File: src/rtl/cpu_pkg.sv
// Shared CPU definitions: word width, divider state encoding and the div funct decode.
package cpu_pkg;
  localparam int WORD_W = 32;

  localparam logic [5:0] FUNCT_DIV = 6'h1A;

  typedef enum logic [1:0] {
    IDLE = 2'd0,
    CALC = 2'd1,
    SIGN = 2'd2,
    DONE = 2'd3
  } div_state_t;
endpackage

File: src/rtl/div_unit_if.sv
// Handshake and operand/result bundle between the control FSM and div_unit.
interface div_unit_if;
  import cpu_pkg::*;

  logic              start;
  logic [WORD_W-1:0] a_in;
  logic [WORD_W-1:0] b_in;
  logic              busy;
  logic              done;
  logic              div_zero;
  logic [WORD_W-1:0] hi_out;
  logic [WORD_W-1:0] lo_out;

  modport master (output start, a_in, b_in,
                  input  busy, done, div_zero, hi_out, lo_out);
  modport slave  (input  start, a_in, b_in,
                  output busy, done, div_zero, hi_out, lo_out);
endinterface

File: src/rtl/div_unit.sv
// Iterative signed divider for MIPS div: radix-2 restoring, one quotient bit per clock.
// Quotient goes to LO, remainder to HI; done/div_zero are single-cycle pulses.
module div_unit
  import cpu_pkg::*;
#(
  parameter int WIDTH = WORD_W
) (
  input  logic       clk,
  input  logic       reset,
  div_unit_if.slave  bus
);

  function automatic logic [WIDTH-1:0] neg(input logic [WIDTH-1:0] v);
    return ~v + {{(WIDTH-1){1'b0}}, 1'b1};
  endfunction

  div_state_t       r_state;
  div_state_t       w_state_nxt;
  logic [4:0]       r_cnt;
  logic [WIDTH-1:0] r_dvd;
  logic [WIDTH-1:0] r_dvs;
  logic [WIDTH-1:0] r_rem;
  logic [WIDTH-1:0] r_quo;
  logic             r_sign_q;
  logic             r_sign_r;
  logic             r_dz;
  logic [WIDTH-1:0] r_hi;
  logic [WIDTH-1:0] r_lo;

  logic             w_b_zero;
  logic [WIDTH:0]   w_shift;
  logic [WIDTH:0]   w_diff;
  logic             w_ge;

  assign w_b_zero = (bus.b_in == '0);

  // Remainder stays below |b| <= 2^31, so the 33-bit trial never wraps and its MSB is the borrow.
  assign w_shift = {r_rem, r_dvd[WIDTH-1]};
  assign w_diff  = w_shift - {1'b0, r_dvs};
  assign w_ge    = ~w_diff[WIDTH];

  always_ff @(posedge clk) begin
    if (reset) r_state <= IDLE;
    else       r_state <= w_state_nxt;
  end

  always_comb begin
    w_state_nxt = r_state;
    case (r_state)
      IDLE: if (bus.start) w_state_nxt = w_b_zero ? DONE : CALC;
      CALC: if (r_cnt == 5'd0) w_state_nxt = SIGN;
      SIGN: w_state_nxt = DONE;
      DONE: w_state_nxt = IDLE;
      default: w_state_nxt = IDLE;
    endcase
  end

  always_ff @(posedge clk) begin
    if (reset) begin
      r_cnt    <= '0;
      r_dvd    <= '0;
      r_dvs    <= '0;
      r_rem    <= '0;
      r_quo    <= '0;
      r_sign_q <= 1'b0;
      r_sign_r <= 1'b0;
      r_dz     <= 1'b0;
      r_hi     <= '0;
      r_lo     <= '0;
    end else begin
      case (r_state)
        IDLE: begin
          if (bus.start) begin
            r_dz <= w_b_zero;
            if (!w_b_zero) begin
              r_dvd    <= bus.a_in[WIDTH-1] ? neg(bus.a_in) : bus.a_in;
              r_dvs    <= bus.b_in[WIDTH-1] ? neg(bus.b_in) : bus.b_in;
              r_sign_q <= bus.a_in[WIDTH-1] ^ bus.b_in[WIDTH-1];
              r_sign_r <= bus.a_in[WIDTH-1];
              r_rem    <= '0;
              r_quo    <= '0;
              r_cnt    <= 5'd31;
            end
          end
        end
        CALC: begin
          r_dvd <= {r_dvd[WIDTH-2:0], 1'b0};
          r_rem <= w_ge ? w_diff[WIDTH-1:0] : w_shift[WIDTH-1:0];
          r_quo <= {r_quo[WIDTH-2:0], w_ge};
          if (r_cnt != 5'd0) r_cnt <= r_cnt - 5'd1;
        end
        SIGN: begin
          // 0x80000000 / -1 wraps naturally back to 0x80000000, matching MIPS (no trap).
          r_lo <= r_sign_q ? neg(r_quo) : r_quo;
          r_hi <= r_sign_r ? neg(r_rem) : r_rem;
        end
        default: ;
      endcase
    end
  end

  assign bus.busy     = (r_state != IDLE);
  assign bus.done     = (r_state == DONE);
  assign bus.div_zero = (r_state == DONE) && r_dz;
  assign bus.hi_out   = r_hi;
  assign bus.lo_out   = r_lo;

endmodule
File: src/flat_wrapper.sv
// flat-port wrapper written by rule: the top's interface ports become plain ports
module div_unit_flat import cpu_pkg::*;
#(
  parameter int WIDTH = WORD_W
)
  (clk, reset, bus_start, bus_a_in, bus_b_in, bus_busy, bus_done, bus_div_zero, bus_hi_out, bus_lo_out);
  div_unit_if bus_i ();
  input  logic clk;
  input  logic reset;
  input wire logic [$bits(bus_i.start)-1:0] bus_start;
  input wire logic [$bits(bus_i.a_in)-1:0] bus_a_in;
  input wire logic [$bits(bus_i.b_in)-1:0] bus_b_in;
  output wire logic [$bits(bus_i.busy)-1:0] bus_busy;
  output wire logic [$bits(bus_i.done)-1:0] bus_done;
  output wire logic [$bits(bus_i.div_zero)-1:0] bus_div_zero;
  output wire logic [$bits(bus_i.hi_out)-1:0] bus_hi_out;
  output wire logic [$bits(bus_i.lo_out)-1:0] bus_lo_out;
  assign bus_i.start = bus_start;
  assign bus_i.a_in = bus_a_in;
  assign bus_i.b_in = bus_b_in;
  assign bus_busy = bus_i.busy;
  assign bus_done = bus_i.done;
  assign bus_div_zero = bus_i.div_zero;
  assign bus_hi_out = bus_i.hi_out;
  assign bus_lo_out = bus_i.lo_out;
  div_unit #(.WIDTH(WIDTH)) u_core (.clk(clk), .reset(reset), .bus(bus_i));
endmodule
File: config.mk
export PLATFORM = sky130hd
export DESIGN_NAME = div_unit_flat
export DESIGN_NICKNAME = d
export VERILOG_FILES = /design/src/rtl/cpu_pkg.sv /design/src/rtl/div_unit_if.sv /design/src/rtl/div_unit.sv /design/src/flat_wrapper.sv
export SDC_FILE = /design/constraint.sdc
export NUM_CORES = 1
export LEC_CHECK = 0
export ABC_AREA = 1
export BUFFER_PORTS_ARGS = -buffer_cell sky130_fd_sc_hd__buf_2
export CORE_MARGIN = 2
export CORE_UTILIZATION = 53
export DETAILED_ROUTE_END_ITERATION = 16
export GPL_TIMING_DRIVEN = 0
export PLACE_DENSITY = 0.84
export SLEW_MARGIN = 20
export SYNTH_ARGS = -nofsm -noshare
export SYNTH_HDL_FRONTEND = slang
export SYNTH_SLANG_ARGS = --single-unit
File: constraint.sdc
create_clock -name clk -period 5.8 [get_ports clk]
set_clock_uncertainty 0.15 [all_clocks]
set_input_delay 1.74 -clock clk [delete_from_list [all_inputs] [get_ports clk]]
set_output_delay 1.74 -clock clk [all_outputs]
set_load 0.02 [all_outputs]
# Word level (Yosys, flattened, before mapping)
# Index checks and enable logic that the tools add are counted.
[word_totals]
reg_bits = 202
inputBits = 67
word_cells = 63
[classes]
n_addsub = 6
reduce_logical = 12
bitwise_logic = 7
eq_ne = 7
n_mux = 20
[op_table]
columns = ["op", "count"]
rows = [
  ["32-bit 2-to-1 mux", 9],
  ["32-bit case mux with 2 select lines", 3],
  ["32-bit by 1-bit adder with 32-bit output (second input constant)", 4],
  ["32-bit NOT", 4],
  ["33-bit by 32-bit subtractor with 33-bit output", 1],
  ["32-bit zero test", 1],
  ["5-bit 2-to-1 mux", 3],
  ["5-bit case mux with 2 select lines", 1],
  ["2-bit case mux with 4 select lines", 1],
  ["2-bit 2-to-1 mux", 3],
  ["3-bit AND reduction", 2],
  ["5-bit zero test", 1],
  ["5-bit nonzero test", 1],
  ["5-bit by 1-bit subtractor with 5-bit output (second input constant)", 1],
  ["2-bit == test (second input constant)", 2],
  ["2-bit by 1-bit inequality test with 1-bit output (second input constant)", 2],
  ["2-bit inequality test (second input constant)", 2],
  ["2-bit AND reduction", 2],
  ["4-bit AND reduction", 1],
  ["2-bit nonzero test", 2],
  ["2-bit by 1-bit == test with 1-bit output (second input constant)", 1],
  ["2-bit zero test", 1],
  ["1-bit NOT", 2],
  ["1-bit logical AND", 1],
  ["1-bit XOR", 1],
]

# Depth between registers and ports, before layout
[logic_depth]
word_depth = 6
mapped_depth = 18

# Least setup slack after synthesis
# No wires, ideal clock.
[synth_timing]
path_type = "input -> register"
from = "input port bus_a_in[1]"
to = "register u_core.r_dvd[30]"
stages = 12
required_time_ns = 5.531
path_slack_ns = 2.407
arrival_ns = 3.124
cell_sequence = "inv_1 > ha_1 > nand3_1 > nor2_1 > nand3_1 > nor2_1 > nand2_1 > nand2_1 > nand3_1 > or2_0 > nand3_1 > a21oi_1"
[synth_via]
elab_chain_cells = 6
[synth_rtl]
columns = ["item", "line_no", "rtl"]
rows = [
  ["start: declaration", "flat_wrapper.sv:11", "input wire logic [$bits(bus_i.a_in)-1:0] bus_a_in;"],
  ["32-bit NOT", "div_unit.sv:14", "return ~v + {{(WIDTH-1){1'b0}}, 1'b1};"],
  ["32-bit by 1-bit adder with 32-bit output", "div_unit.sv:14", ""],
  ["32-bit 2-to-1 mux", "div_unit.sv:76", "r_dvd <= bus.a_in[WIDTH-1] ? neg(bus.a_in) : bus.a_in;"],
  ["32-bit 2-to-1 mux", "div_unit.sv:75", "if (!w_b_zero) begin"],
  ["32-bit 2-to-1 mux", "div_unit.sv:73", "if (bus.start) begin"],
  ["32-bit case mux with 2 select lines", "div_unit.sv:71", "case (r_state)"],
  ["end signal: assignment", "div_unit.sv:76", ""],
  ["end signal: assignment", "div_unit.sv:87", "r_dvd <= {r_dvd[WIDTH-2:0], 1'b0};"],
  ["end: declaration", "div_unit.sv:20", "logic [WIDTH-1:0] r_dvd;"],
]
# Every way passes these cells. The select of a mux whose other input is x is not followed.
# A chain may end at the register's enable or synchronous reset.

# Worst setup path in the final report
[layout_timing]
from = "input port bus_b_in[0]"
to = "register u_core.r_sign_q"
[layout_via]
elab_chain_cells = 3
[layout_rtl]
columns = ["item", "line_no", "rtl"]
rows = [
  ["start: declaration", "flat_wrapper.sv:12", "input wire logic [$bits(bus_i.b_in)-1:0] bus_b_in;"],
  ["32-bit zero test", "div_unit.sv:35", "assign w_b_zero = (bus.b_in == '0);"],
  ["1-bit NOT (no source line)", "--", ""],
  ["3-bit AND reduction (no source line)", "--", ""],
  ["end signal: assignment", "div_unit.sv:78", "r_sign_q <= bus.a_in[WIDTH-1] ^ bus.b_in[WIDTH-1];"],
  ["end: declaration", "div_unit.sv:24", "logic r_sign_q;"],
]
# Every way passes these cells.

==> parameters.txt <==
Parameter                              Value

Setup path
  Data arrival, critical path ... 3810 ps
  Total stage count of the critical path ... 11
  R2R cell count ... 18
  Cells along the critical path ... buf_2 -> inv_1 -> ha_1 -> nand3_1 -> nor2_2 -> nand4_1 -> nand2_2 -> inv_1 -> clkbuf_1 -> nand3_1 -> o21ai_0
  Cell with the largest stage delay on the worst path ... nand4_1
  Max stage delay on crit path ... 300 ps
  Kind of end point of the critical path ... register
  Startpoint of the lowest-slack register-to-register path ... u_core.r_dvd[31]
  Required time of the worst setup path ... 6030 ps
  Top fanout value on the critical path ... 10
  Family of cells with the greatest summed delay on the critical path ... simple AND/OR/NAND/NOR gates
  Sum of buffers and inverters on the critical path ... 4
  Critical path class ... in2reg
  Startpoint kind of the worst setup timing path ... primary input
  Startpoint of the worst setup timing path ... bus_b_in[0]

Detailed routing
  Post-DRT Antenna Nets ... 0
  TritonRoute pass-1 iters ... 7
  Residual DRC ... 0
  Violation count after the first detailed-routing iteration ... 1602
  Via count ... 15374
  Routed wire length ... 45.6 mm
  Wire length per cell ... 16.5 um
  Mean number of vias per cell ... 5.57

Clock network
  Post-CTS setup buffers ... 0
  CTS H-tree depth ... 1
  CTS Root Buffer Type ... clkbuf_16
  Sink count of the clock tree ... 202
  TritonCTS Buffers ... 22
  Clock slew at the register clock pins of the worst setup and hold paths ... 60 ps
  Cts repair resizes ... 0
  Clock Tree Buf Depth ... 3
  Count of hold buffers inserted by post-cts repair ... 0
  TritonCTS clock tree ... built
  Clock Latency Late Sink ... 540 ps

Yosys
  Number of enable flip-flop cells after synthesis ... 0
  Ys async rst share ... 0
  Net Count, Synth ... 2357
  Count of unique library cells instantiated by Yosys ... 56
  Main synth FF type ... dfxtp_1
  Synthesized instance count ... 2246
  Syn_area_per_cell ... 6.36 um^2
  Syn. warnings ... 0
  Synthesis-stage register bit count ... 202
  Sequential share of the synthesized area ... 0.283
  Largest area contributor in the netlist ... dfxtp_1
  Summed instance area of the synthesized netlist ... 14300 um^2
  Synth top area cells ... dfxtp_1, nand2_1, inv_1
  Post-synth top area share ... 0.283

Layout
  Number of inserted diodes ... 0
  Most frequent cells in the layout ... nand2_1, inv_1, nor2_1
  Multi-input gate area ... 8530 um^2
  Net count of the finished layout ... 2514
  Final-layout fill cell count ... 2594
  P&R area growth vs syn ... 12.5%
  Share of the core filled with cells in the final layout ... 0.601
  Area taken by flip-flops and latches ... 4040 um^2
  Proportion of layout cells with a drive suffix above 1 ... 0.136
  Most common cell after layout, fill and taps aside ... nand2_1

Timing
  Setup slack after layout ... 2220 ps
  Final total negative setup slack ... 0 ps
  Period minus WS final ... 3580 ps
  Fin. max-slew vios ... 0
  Total count of hold-check failures in the final report ... 0
  FMAX ... 0.279 GHz
  Unrepaired setup endpoints after global routing ... no
  Transition time of the tightest slew-check pin ... 957 ps
  Max_slew headroom ... 0.356
  Final number of setup-violating endpoints ... 0
  Final Cycle Share ... 0.617

Min path
  Worst hold path startpoint ... u_core.r_dvd[9]
  Worst hold path depth ... 2
  Hold/Removal Path Class ... reg2reg

GRT
  Via count of the first global-routing pass ... 14150
  Leftover overflow at the end of global routing ... 0
  Wire length of the first global-routing pass ... 71.7 mm
  Initial antenna violation count ... 0
  Total routing resource utilization after global routing ... 0.315
  Pin count of the biggest net entering global routing ... 15

Power and ir drop
  Pwr Total ... 0.00642 W
  Leak pwr ... 8.04 nW
  Peak ir drop on the vdd network ... 0.279 mV
  Power density of the placed cells ... 400 nW/um^2

Placed design
  Global placer's final weighted congestion ... 0.974
  Number of buffer cells added on primary ports ... 133
  Pre-CTS setup slack ... 1740 ps
  Post-detail-place hpwl ... 35.9 mm

Flow run
  Max Cap Viol ... 0

Status
  Outcome ... finished, final reports clean

Floorplan
  Vertical extent of the die ... 168 um
  Die Footprint ... 28300 um^2
  I/O pins ... 134
  Die span in x ... 168 um
  Core region area ... 26700 um^2
  Starting density of the core ... 0.534
  Placement row count ... 60
[cell type report]
class,count,area share
plain buffers,92,0.0290
clock buffers,32,0.0397
clock inverters,8,0.00366
inverters,329,0.0769
multi-input cells,1623,0.531
flip-flops and latches,202,0.252
well taps,341,0.0266
repair buffers,133,0.0414
[metrics by stage]
step	hold WS [ps]	cells	instance area [um^2]
CTS	319	2760	16100
global placement	302	2720	15400
global route	346	2760	16100
detailed placement	308	2720	15400
finish	321	2760	16100
floorplan	294	2246	14300
[synthesized netlist by cell type, types with 8 or more instances]
cell type  instances
nand4_1           20
xnor2_1           14
nand2_2           29
xor2_1            58
nand3b_1          11
nor3_1            22
o31ai_1            8
buf_4             11
nor2_1           217
dfxtp_1          202
nand3_2           32
o21ai_0          122
inv_1            315
a21oi_1          175
inv_2             12
o221ai_1          22
a21oi_2           24
clkbuf_1          61
nor4_1             9
nand2_1          585
nand2_4           16
o211ai_1          26
nand3_1          131
ha_1              43
[power by group]
group          internal (W)  leakage [nW]  switching (W)
Clock              0.000767         0.336       0.000604
Sequential          0.00172          1.65       0.000211
Combinational      0.000945          6.06        0.00217
[worst reg2reg max path, delay by kind of cell, from the launching register on]
kind	cells	cell delay (ps)
buf+inv	3	360
flops	1	330
simple gates	12	1140
compound gates	1	50
fa+ha+maj	2	610
[flip-flops by register name, indices dropped and copies added, names as in the netlist]
signal / count
u_core.r_state: 2
u_core.r_sign_q: 1
u_core.r_dvs: 32
u_core.r_dz: 1
u_core.r_cnt: 5
u_core.r_rem: 32
u_core.bus.lo_out: 32
u_core.r_quo: 32
u_core.r_dvd: 32
u_core.bus.hi_out: 32
u_core.r_sign_r: 1
[kinds of logic (layout without fill, tap and decap cells)]
logic type	Yosys count	in the layout	share of synthesized area
fa+ha+maj	44	44	0.0391
buf+inv	421	594	0.119
simple gates	1095	1095	0.346
compound gates	412	412	0.169
xor+xnor	72	72	0.0442
flops	202	202	0.283
[path summary, 6_finish.rpt]
path,endpoint,slack (ps)
setup reg to reg,u_core.r_rem[28],3020
setup / recovery,u_core.r_sign_q,2220
hold reg to reg,u_core.r_dvd[9],320
hold / removal,u_core.r_dvd[9],320
[per-layer routing]
layer / vias to the layer above / GRT usage / wire length (um) / share of wire
li1: 7537 / - / - / -
met1: 7020 / 0.419 / 19500 / 0.43
met2: 705 / 0.524 / 20400 / 0.45
met3: 112 / 0.0367 / 3840 / 0.084
met4: 0 / 0.123 / 1900 / 0.042
met5: - / 0 / 0 / 0
(Power assumes the default switching activity.)
